--- config.mk ---
export PLATFORM = sky130hd
export DESIGN_NAME = period_classifier
export DESIGN_NICKNAME = d
export VERILOG_FILES = /design/src/rtl/period_classifier.sv
export SDC_FILE = /design/constraint.sdc
export NUM_CORES = 1
export LEC_CHECK = 0
export ABC_AREA = 1
export CAP_MARGIN = 20
export CORE_MARGIN = 2
export CORE_UTILIZATION = 60
export CTS_BUF_LIST = sky130_fd_sc_hd__clkbuf_16
export CTS_CLUSTER_SIZE = 8
export DETAILED_ROUTE_END_ITERATION = 12
export PLACE_DENSITY = 0.79
export SYNTH_ARGS = -nofsm -noshare
export SYNTH_HDL_FRONTEND = slang
export SYNTH_SLANG_ARGS = --single-unit
--- constraint.sdc ---
create_clock -name clk -period 3.9 [get_ports clk]
set_input_delay 0.39 -clock clk [delete_from_list [all_inputs] [get_ports clk]]
set_output_delay 0.39 -clock clk [all_outputs]
set_load 0.1 [all_outputs]
--- src/rtl/period_classifier.sv ---
// Period meter and band classifier: measures rising-to-rising periods of an async
// input over a fixed window, then maps the longest period onto a threshold table.
module period_classifier #(
  parameter int CNT_W       = 16,
  parameter int WIN_LEN     = 1048576,
  parameter int NBANDS      = 10,
  parameter int BAND_W      = 8,
  parameter int SYNC_STAGES = 2,
  parameter logic [NBANDS*CNT_W-1:0] THR_INIT = {16'd1500, 16'd700, 16'd580, 16'd430, 16'd360,
                                                 16'd300,  16'd265, 16'd235, 16'd210, 16'd190}
) (
  input  logic                       clk,
  input  logic                       rst,
  input  logic                       sigin,
  input  logic                       thr_we,
  input  logic [$clog2(NBANDS)-1:0]  thr_addr,
  input  logic [CNT_W-1:0]           thr_data,
  output logic                       thr_busy,
  output logic [BAND_W-1:0]          band,
  output logic [CNT_W-1:0]           period_max,
  output logic [CNT_W-1:0]           period_min,
  output logic [CNT_W-1:0]           edge_cnt,
  output logic                       no_signal,
  output logic                       overflow,
  output logic                       meas_valid
);

  localparam int AW    = $clog2(NBANDS);
  localparam int WIN_W = $clog2(WIN_LEN);
  localparam logic [CNT_W-1:0] CNT_MAX = '1;

  typedef enum logic [1:0] {MEASURE, CLASSIFY, REPORT} state_e;

  logic [SYNC_STAGES-1:0] sync_q;
  logic                   prev_q;
  logic                   rise;

  logic [WIN_W-1:0] win_cnt_q;
  logic             win_close;

  logic             armed_q;
  logic [CNT_W-1:0] per_cnt_q;
  logic [CNT_W-1:0] sample_d;
  logic [CNT_W-1:0] max_acc_q;
  logic [CNT_W-1:0] min_acc_q;
  logic [CNT_W-1:0] edge_acc_q;
  logic             ovf_acc_q;

  logic [CNT_W-1:0] snap_max_q;
  logic [CNT_W-1:0] snap_min_q;
  logic [CNT_W-1:0] snap_edges_q;
  logic             snap_ovf_q;

  logic [CNT_W-1:0] thr_q [NBANDS];
  logic             thr_addr_ok;

  state_e           state_q;
  logic [AW-1:0]    idx_q;
  logic [BAND_W-1:0] best_q;
  logic [BAND_W-1:0] best_d;

  logic [BAND_W-1:0] band_q;
  logic [CNT_W-1:0]  period_max_q;
  logic [CNT_W-1:0]  period_min_q;
  logic [CNT_W-1:0]  edge_cnt_q;
  logic              no_signal_q;
  logic              overflow_q;
  logic              meas_valid_q;

  // Synchroniser resets to ones so a high input at reset release is not a rising edge.
  always_ff @(posedge clk) begin
    if (rst) begin
      sync_q <= '1;
      prev_q <= 1'b1;
    end else begin
      sync_q <= {sync_q[SYNC_STAGES-2:0], sigin};
      prev_q <= sync_q[SYNC_STAGES-1];
    end
  end

  assign rise      = sync_q[SYNC_STAGES-1] & ~prev_q;
  assign win_close = (win_cnt_q == WIN_W'(WIN_LEN - 1));

  always_comb begin
    sample_d = per_cnt_q + CNT_W'(1);
    if (per_cnt_q == CNT_MAX) sample_d = CNT_MAX;
  end

  // Window accumulators; an edge landing on the close cycle is deliberately dropped.
  always_ff @(posedge clk) begin
    if (rst) begin
      win_cnt_q    <= '0;
      armed_q      <= 1'b0;
      per_cnt_q    <= '0;
      max_acc_q    <= '0;
      min_acc_q    <= CNT_MAX;
      edge_acc_q   <= '0;
      ovf_acc_q    <= 1'b0;
      snap_max_q   <= '0;
      snap_min_q   <= '0;
      snap_edges_q <= '0;
      snap_ovf_q   <= 1'b0;
    end else begin
      win_cnt_q <= win_close ? '0 : win_cnt_q + WIN_W'(1);
      if (win_close) begin
        snap_max_q   <= max_acc_q;
        snap_min_q   <= min_acc_q;
        snap_edges_q <= edge_acc_q;
        snap_ovf_q   <= ovf_acc_q;
        armed_q      <= 1'b0;
        per_cnt_q    <= '0;
        max_acc_q    <= '0;
        min_acc_q    <= CNT_MAX;
        edge_acc_q   <= '0;
        ovf_acc_q    <= 1'b0;
      end else if (rise) begin
        if (edge_acc_q != CNT_MAX) edge_acc_q <= edge_acc_q + CNT_W'(1);
        if (armed_q) begin
          if (sample_d > max_acc_q) max_acc_q <= sample_d;
          if (sample_d < min_acc_q) min_acc_q <= sample_d;
        end
        armed_q   <= 1'b1;
        per_cnt_q <= '0;
      end else if (armed_q && per_cnt_q != CNT_MAX) begin
        per_cnt_q <= per_cnt_q + CNT_W'(1);
        if (per_cnt_q == CNT_MAX - CNT_W'(1)) ovf_acc_q <= 1'b1;
      end
    end
  end

  assign thr_addr_ok = (32'(thr_addr) < 32'(NBANDS));

  always_ff @(posedge clk) begin
    if (rst) begin
      for (int i = 0; i < NBANDS; i++) thr_q[i] <= THR_INIT[(NBANDS-1-i)*CNT_W +: CNT_W];
    end else if (thr_we && state_q != CLASSIFY && thr_addr_ok) begin
      thr_q[thr_addr] <= thr_data;
    end
  end

  // First matching threshold wins; later matches never overwrite it.
  always_comb begin
    best_d = best_q;
    if (best_q == '0 && snap_max_q > thr_q[idx_q]) best_d = BAND_W'(idx_q) + BAND_W'(1);
  end

  // Results are loaded on the last compare so meas_valid lands NBANDS+1 cycles after close.
  always_ff @(posedge clk) begin
    if (rst) begin
      state_q      <= MEASURE;
      idx_q        <= '0;
      best_q       <= '0;
      band_q       <= '0;
      period_max_q <= '0;
      period_min_q <= '0;
      edge_cnt_q   <= '0;
      no_signal_q  <= 1'b0;
      overflow_q   <= 1'b0;
      meas_valid_q <= 1'b0;
    end else begin
      case (state_q)
        MEASURE: begin
          meas_valid_q <= 1'b0;
          if (win_close) begin
            state_q <= CLASSIFY;
            idx_q   <= '0;
            best_q  <= '0;
          end
        end
        CLASSIFY: begin
          best_q <= best_d;
          if (idx_q == AW'(NBANDS - 1)) begin
            state_q      <= REPORT;
            meas_valid_q <= 1'b1;
            edge_cnt_q   <= snap_edges_q;
            overflow_q   <= snap_ovf_q;
            if (snap_edges_q < CNT_W'(2)) begin
              band_q       <= '0;
              period_max_q <= '0;
              period_min_q <= '0;
              no_signal_q  <= 1'b1;
            end else begin
              band_q       <= best_d;
              period_max_q <= snap_max_q;
              period_min_q <= snap_min_q;
              no_signal_q  <= 1'b0;
            end
          end else begin
            idx_q <= idx_q + AW'(1);
          end
        end
        REPORT: begin
          meas_valid_q <= 1'b0;
          state_q      <= MEASURE;
        end
        default: begin
          meas_valid_q <= 1'b0;
          state_q      <= MEASURE;
        end
      endcase
    end
  end

  assign thr_busy   = (state_q == CLASSIFY);
  assign band       = band_q;
  assign period_max = period_max_q;
  assign period_min = period_min_q;
  assign edge_cnt   = edge_cnt_q;
  assign no_signal  = no_signal_q;
  assign overflow   = overflow_q;
  assign meas_valid = meas_valid_q;

endmodule

### After elaboration in Yosys (flattened, before gate mapping)

Memories as Yosys holds them, arrays and structs flattened. A register that Yosys moved wholly into a read port is not among the register bits.
Cells that the tools add are included.
W data, S select, Z words.

* muxes and demuxes: 24
* magnitude comparators: 5
* bitwise gates (word level): 4
* add/sub/neg operators: 5
* reduce and logical (&&, ||, !) cells: 19
* eq/ne operators: 11

Operators by type and width (count)
* $mux W16: 4
* $add A16 B1 Y16 const B: 2
* $eq A16 B16 Y1 const B: 2
* $gt A16 B16 Y1: 2
* $ne A16 B16 Y1 const B: 2
* $mux W8: 3
* $add A20 B1 Y20 const B: 1
* $eq A20 B20 Y1 const B: 1
* $mux W4: 5
* $lt A16 B16 Y1: 1
* $lt A16 B2 Y1 const B: 1
* $pmux W8 S2: 1
* $reduce_or A16 Y1: 1
* $reduce_and A3 Y1: 4
* $logic_not A8 Y1: 1
* $pmux W4 S2: 1
* $reduce_and A2 Y1: 4
* $mux W1: 7
* $add A4 B1 Y5 const B: 1
* $add A4 B1 Y4 const B: 1
* $eq A4 B4 Y1 const B: 1
* $logic_and A1 B1 Y1: 4
* $lt A4 B4 Y1 const B: 1
* $mux W2: 2
* other kinds (10): 15

* memory bits (writable): 160
* input port bits: 24
* logic and storage cells: 92
* register bits after elaboration: 211
* output and inout bits: 60
* memories kept: 1

Memories
* thr_q: words 10, width 16, rd ports 1, clocked after memory_dff 1, write ports 10, line 54 `logic [CNT_W-1:0] thr_q [NBANDS];`

### Depth between registers and ports, before layout

Gate-level depths: netlist of the first run.

* depth in word-level cells: 8
* depth in mapped cells: 21

### Least setup slack after synthesis of the first run

No wires, ideal clock.

* path type: flip-flop to flip-flop
* start point: register per_cnt_q[0]
* end point: register max_acc_q[7]
* arrival time: 2.816 ns
* cell stages (with the launch flop): 18
* path slack: 0.967 ns
* library setup time: 0.117 ns
* path through: dfxtp_1 ha_1 nand3_1 nor2_2 inv_1 nor2_1 nand2_1 xor2_1 nand2_1 ha_1 nand2_1 nor4_1 nand2_1 nand2_1 nand2_1 buf_2 nand2_1 a21oi_1

* longest elaborated chain between the ends: 4

Ends and longest elaborated chain
* start, declared: line 42 `logic [CNT_W-1:0] per_cnt_q;`
* start signal, assigned: line 125 `per_cnt_q <= per_cnt_q + CNT_W'(1);`
* $add A16 B1 Y16 or $eq A16 B16 Y1 (tied branches): line 85, 86
* $mux W16 (*): line 86 `if (per_cnt_q == CNT_MAX) sample_d = CNT_MAX;`
* named net sample_d[14]: line 43 `logic [CNT_W-1:0] sample_d;`
* $gt A16 B16 Y1 (*): line 119 `if (sample_d > max_acc_q) max_acc_q <= sample_d;`
* $reduce_and A3 Y1 (no source line) (*)
* end signal, assigned: line 119
* end, declared: line 44 `logic [CNT_W-1:0] max_acc_q;`

Mark *: on every way through the listed nets, which the timed path passes. The rest lies on a longest branch.
A chain may end at the register's enable or synchronous reset.

==> flow_summary_export.csv, run 1 <==
group,metric,value,unit
outcome,status,"completed",
placement,place_area,22300,µm²
clocking,cts.repair.resized,0,
floorplanning,die_w,190,µm
detailed_routing,wl_per_cell,17.7,µm
setup_path,worstSetupPathType,"flip-flop to flip-flop",
setup_path,crit_buf_inv,2,
setup_path,crit_family,"compound AO/OA/AOI/OAI gates",
synthesis,synth_edf_count,256,
detailed_routing,drc,0,
clocking,clk_latency,0.56,ns
setup_path,end_kind,"flip-flop",
floorplanning,core_area,33700,µm²
synthesis,synth_top_area_share,37.2,%
timing,setup_tns,0,ns
floorplanning,start_util,61.3,%
hold_path,min_path_type,"primary input to flip-flop",
floorplanning,io_pins,84,
floorplanning,dieArea,35900,µm²
synthesis,synth_warnings,0,
synthesis,synth.distinct_cells,48,
power_and_ir_drop,vdd_drop_max,0.320,mV
timing,clock.fmax,0.290,GHz
cells_and_area,area_growth,17.1,%
timing,slew_violations,0,
floorplanning,chipHeight,190,µm
clocking,ctsHtreeMaxLevel,3,
clocking,clkSinkCount,471,
detailed_routing,drt-total-wl,50100,µm
cells_and_area,nNetsFinal,2436,
synthesis,async_flop_share,0,%
clocking,post_cts_buffers,0,
setup_path,crit_slowest_cell,"dfxtp_4",
clocking,numCtsBuffers,68,
cells_and_area,final_area,24200,µm²
flow_run,drv_cap,0,
setup_path,worstPathArrival,3.93,ns
cells_and_area,fin_util,71.8,%
clocking,cts_root_buffer,"clkbuf_16",
detailed_routing,vias_per_cell,5.73,
clocking,cts_tree,"done",
global_routing,grt_usage,27.8,%
setup_path,required,4.38,ns
timing,timing.slew.headroom,33.7,%
floorplanning,rows,67,
synthesis,avgSynthCellArea,9.56,µm²
hold_path,min_from,"sigin",
synthesis,ys_top_cells_by_area,"edfxtp_1 (37%), dfxtp_1 (21%), a21oi_1 (5.6%)",
synthesis,yosysTopAreaCell,"edfxtp_1",
synthesis,syn_area,20700,µm²
detailed_routing,num_vias,16200,
timing,skew,0.0244,ns
timing,period_share,88.4,%
clocking,cts_hold_buffers,0,
setup_path,rr_worst_depth,15,
placement,portBuffers,83,
synthesis,ys_ff_latch,471,
global_routing,grt_max_degree,86,
synthesis,ys_seq_area_share,58.0,%
detailed_routing,postRouteAntennaNets,0,
hold_path,min_to,"sync_q[0]",
cells_and_area,layout_common_cells,"nand2_1 (302), edfxtp_1 (256), inv_1 (236)",
timing,min_period,3.45,ns
placement,dp_hpwl,33500,µm
setup_path,r2r-end,"band[4]",
cells_and_area,fin_cells,2823,
timing,final_hold_viol_count,0,
global_routing,grt_pass1_vias,15600,
power_and_ir_drop,total_leakage_power,9.25,nW
detailed_routing,drt_iter0_markers,1300,
placement,place_congestion,0.915,
clocking,cts_max_path_buffers,3,
setup_path,worstPathMaxFanout,42,
global_routing,gr-total-overflow,0,
placement,dp_cells,2736,
setup_path,start_kind,"flip-flop",
setup_path,r2r_slack,0.45,ns
setup_path,slowest_delay,0.76,ns
cells_and_area,drive_above_1_share,7.42,%
power_and_ir_drop,p_per_area,450,nW/µm²
synthesis,ys.flop_type,"edfxtp_1",
setup_path,crit_chain,"buf_4 -> a21oi_1 -> o21ai_0 -> o21ai_0 -> o211ai_1 -> nand2_1 -> inv_1 -> ha_1 -> nand3_1 -> nor2_1 -> a31oi_1 -> nand2_1 -> o21ai_0 -> nand2_1 -> a21oi_1",
clocking,clkSlewWorstSetupHoldPaths,0.05,ns
timing,setup_viol,0,
hold_path,hold_depth,2,
cells_and_area,final_common_cell,"nand2_1",
timing,rsz0062_at_grt,"no",
synthesis,syn_inst,2163,
global_routing,grt_pass1_wl,79100,µm
detailed_routing,firstDrtPassIters,7,
global_routing,antenna_found_initial,2,
timing,worst_slew_pin_slew,0.991,ns
flip-flops by register name, summed over array words and instances, names as in the netlist, named ones only:
name,cells
no_signal,1
overflow,1
period_min,16
edge_cnt,16
thr_q,256
snap_max_q,16
state_q,2
meas_valid,1
edge_acc_q,16
win_cnt_q,20
per_cnt_q,16
idx_q,4
sync_q,2
prev_q,1
snap_ovf_q,1
band,8
period_max,16
best_q,8
min_acc_q,16
ovf_acc_q,1
armed_q,1
max_acc_q,16
snap_edges_q,16
snap_min_q,16
kinds of logic (layout without fill, tap and decap cells):
kind of cell / count (synthesis) / count (layout) / synth area share [%]
XOR/XNOR: 21 / 21 / 0.890
adder cells (fa/ha/maj): 53 / 53 / 3.21
AND/OR/NAND/NOR: 714 / 714 / 14.8
flip-flops: 471 / 471 / 58.0
multiplexers: 64 / 64 / 3.10
other: 1 / 98 / 0.0181
AO/OA/AOI/OAI: 495 / 495 / 13.1
buffers and inverters: 344 / 459 / 6.84
worst max-delay path by stage:
| stage | slack (ns) | start | cells past startpoint | end |
|---|---|---|---|---|
| after detailed placement | 0.55 | flip-flop | 16 | band[1] |
| after global routing | 0.19 | flip-flop | 15 | band[4] |
| final | 0.45 | flip-flop | 15 | band[4] |
| after CTS | 0.46 | flip-flop | 15 | band[1] |
| after floorplan | 0.97 | per_cnt_q[0] | 17 | max_acc_q[7] |
| after global placement | 0.63 | flip-flop | 15 | band[1] |
layout make-up:
cell class                 count  area [µm²]
sequential                   471       12000
inverter                     236         887
tap                          448         561
multi-input combinational   1443        7640
fill                        2530        9500
clock buffer                  69        1730
antenna                        2        5.00
clock inverter                15        96.3
timing repair buffer         139        1290
synthesized netlist by cell type (all sizes together) (2+ instances only):
master    n
o21a      3
nor3     18
nand2   308
clkinv    2
nor4     13
nand3b    3
xor2     13
inv     234
o21ai   167
mux2i    64
o22ai    11
xnor2     8
nor2    240
o31ai     5
ha       53
buf      49
a31oi     3
o21bai    3
nor3b     5
nand4    11
a21oi   230
or2       9
o211ai   66
clkbuf   59
a211oi    5
nand3   105
dfxtp   215
edfxtp  256
report_power, final:
group | total, mW | leakage, nW | switching, mW | internal (mW)
combinational | 0.374 | 4.17 | 0.265 | 0.110
sequential | 5.38 | 4.15 | 0.0365 | 5.35
clock | 5.13 | 0.931 | 2.01 | 3.12
total | 10.9 | 9.25 | 2.31 | 8.58
routing by layer:
layer | track usage, % | vias up | wire [µm]
met1 | 37.4 | 7698 | 20800
met4 | 12.9 | 0 | 1800
met2 | 45.1 | 649 | 23800
met5 | 0 | - | 0
met3 | 3.97 | 141 | 3760
li1 | - | 7676 | -
worst reg2reg max path: stages, from the launching register on:
cell and delay [ns]:
dfxtp_4 0.76, buf_4 0.40, a21oi_1 0.10, o21ai_0 0.09, o21ai_0 0.15, o211ai_1 0.27
nand2_1 0.11, inv_1 0.08, ha_1 0.25, nand3_1 0.13, nor2_1 0.09, a31oi_1 0.32
nand2_1 0.16, o21ai_0 0.24, nand2_1 0.09, a21oi_1 0.14
stage by stage:
step	hold slack, ns	total power, mW	worst slack (ns)
2_1_floorplan	0.389	5.70	0.967
3_3_place_gp	0.411	5.82	0.635
3_5_place_dp	0.406	5.84	0.550
4_1_cts	0.386	10.9	0.459
5_1_grt	0.404	11.2	0.192
6_report	0.413	10.9	0.450
No activity file was read; power rests on OpenSTA's default activity.
==> inputs of run 2 (changes only) <==
--- a/config.mk
+++ b/config.mk
@@ -10,6 +10,7 @@
 export CORE_MARGIN = 2
 export CORE_UTILIZATION = 60
 export CTS_BUF_LIST = sky130_fd_sc_hd__clkbuf_16
+export CTS_CLUSTER_DIAMETER = 30
 export CTS_CLUSTER_SIZE = 8
 export DETAILED_ROUTE_END_ITERATION = 12
 export PLACE_DENSITY = 0.79
==> run 2 against run 1 <==
Effect of this change:
- hold slack worse by 0.031 ns
- largest cell class unchanged
- critical path type unchanged
- sequential share of layout area shrank 2.4 points
- sequential power about the same
- utilization is 3.6 points higher
- worst setup slack better by 0.021 ns
==> flow_summary_export.csv, run 2 (synthesized netlist as in run 1, its figures left out) <==
group,metric,value,unit
timing,final_hold_viol_count,0,
power_and_ir_drop,vdd_drop_max,0.459,mV
placement,dp_hpwl,33500,µm
clocking,cts_root_buffer,"clkbuf_16",
power_and_ir_drop,power.total,13.4,mW
placement,portBuffers,83,
setup_path,worstPathArrival,3.94,ns
global_routing,gr-usage-met3,5.29,%
floorplanning,chipHeight,190,µm
cells_and_area,fillers,2337,
cells_and_area,regMostFlops,"thr_q",
clocking,clkSinkCount,471,
power_and_ir_drop,power_frac_comb,2.8,%
timing,worst_slew_pin_slew,0.982,ns
detailed_routing,num_vias,16500,
timing,skew,0.0133,ns
placement,place_area,22300,µm²
clocking,clk_latency,0.59,ns
clocking,cts_hold_buffers,0,
placement,dp_cells,2736,
global_routing,grt_usage,28.8,%
power_and_ir_drop,p_per_area,527,nW/µm²
cells_and_area,fin_util,75.4,%
cells_and_area,layout_common_cells,"nand2_1 (302), edfxtp_1 (256), inv_1 (240)",
power_and_ir_drop,switchingPower,2.75,mW
timing,setup_viol,0,
timing,min_period,3.43,ns
timing,period_share,87.9,%
timing,slew_violations,0,
global_routing,use_met2,46.8,%
timing,rsz0062_at_grt,"no",
cells_and_area,final_area,25400,µm²
clocking,ctsHtreeMaxLevel,3,
placement,place_ws,0.550,ns
power_and_ir_drop,p_sw_share,20.5,%
setup_path,worstPathMaxFanout,42,
global_routing,grt-busiest-layer,"met2",
floorplanning,dieArea,35900,µm²
timing,worst_slack,0.472,ns
setup_path,worstSetupPathType,"flip-flop to flip-flop",
outcome,status,"completed",
timing,timing.hold.ws,0.381,ns
global_routing,antenna_found_initial,3,
cells_and_area,area_growth,22.9,%
clocking,clkSlewWorstSetupHoldPaths,0.05,ns
hold_path,min_path_type,"primary input to flip-flop",
floorplanning,io_pins,84,
global_routing,grt_pass1_wl,81700,µm
cells_and_area,top_regs,"thr_q: 256 flops, win_cnt_q: 20 flops",
clocking,numCtsBuffers,93,
floorplanning,core_area,33700,µm²
cells_and_area,fin_cells,2904,
setup_path,start_kind,"flip-flop",
detailed_routing,postRouteAntennaNets,0,
power_and_ir_drop,clkPwrFrac,56.9,%
detailed_routing,firstDrtPassIters,6,
global_routing,use_met1,37.6,%
cells_and_area,drive_above_1_share,9.50,%
floorplanning,start_util,61.3,%
clocking,post_cts_buffers,0,
setup_path,end_kind,"flip-flop",
detailed_routing,vias_per_cell,5.68,
cells_and_area,ff_latch_area,12000,µm²
cells_and_area,largest_reg_flops,256,
clocking,cts_tree,"done",
timing,clock.fmax,0.292,GHz
timing,setup_tns,0,ns
power_and_ir_drop,total_leakage_power,9.84,nW
placement,place_congestion,0.915,
setup_path,r2r_slack,0.47,ns
detailed_routing,drc,0,
global_routing,gr-total-overflow,0,
clocking,cts_max_path_buffers,3,
power_and_ir_drop,seqPwrFrac,40.3,%
floorplanning,die_w,190,µm
global_routing,grt_pass1_vias,16100,
detailed_routing,wl_per_cell,17.8,µm
detailed_routing,drt-total-wl,51700,µm
cells_and_area,nNetsFinal,2461,
timing,timing.slew.headroom,34.3,%
clocking,cts.repair.resized,0,
cells_and_area,final_common_cell,"nand2_1",
power_and_ir_drop,cell_internal_pwr,10.6,mW
detailed_routing,drt_iter0_markers,1403,
flow_run,drv_cap,0,
cells_and_area,multi_input_area,7640,µm²
floorplanning,rows,67,
global_routing,grt_max_degree,86,
setup_path,required,4.42,ns
run 2: cell type report:
type                       count  share of cell area [%]
inverter                     236                    3.49
clock buffer                  96                    9.45
tap                          448                    2.21
clock inverter                68                    2.47
multi-input combinational   1443                    30.1
sequential                   471                    47.2
antenna                        3                  0.0295
timing repair buffer         139                    5.08
run 2: path summary, 6_finish.rpt:
check,startpoint,to,depth (start not counted)
setup / recovery,flip-flop,band[4],17
setup reg to reg,flip-flop,band[4],17
hold reg to reg,sync_q[0],sync_q[1],1
hold / removal,sigin,sync_q[0],2
run 2: routing by layer:
metal | vias to the layer above | wire, µm | part of all wire [%]
li1 | 7780 | - | -
met1 | 7839 | 20900 | 40
met2 | 742 | 24800 | 48
met3 | 137 | 4220 | 8.2
met4 | 0 | 1710 | 3.3
met5 | - | 0 | 0
run 2: worst max-delay path: stages, from the launching register on:
cell and delay, ns:
dfxtp_4 0.74, buf_4 0.39, a21oi_1 0.12, o21ai_0 0.13, o211ai_1 0.15, nand3_1 0.15
nand2_1 0.07, inv_1 0.08, ha_1 0.22, nand2_1 0.09, inv_1 0.05, nand3_1 0.09
nor2_1 0.09, a31oi_1 0.32, nand2_1 0.16, o21ai_0 0.24, nand2_1 0.09, a21oi_1 0.14
run 2: power by group through the flow:
stage / clock network [mW] / logic (mW) / registers (mW)
after CTS: 7.66 / 0.369 / 5.39
final: 7.62 / 0.379 / 5.39
after global placement: 0 / 0.355 / 5.47
after detailed placement: 0 / 0.363 / 5.47
after global routing: 7.89 / 0.416 / 5.39
after floorplan: 0 / 0.232 / 5.46
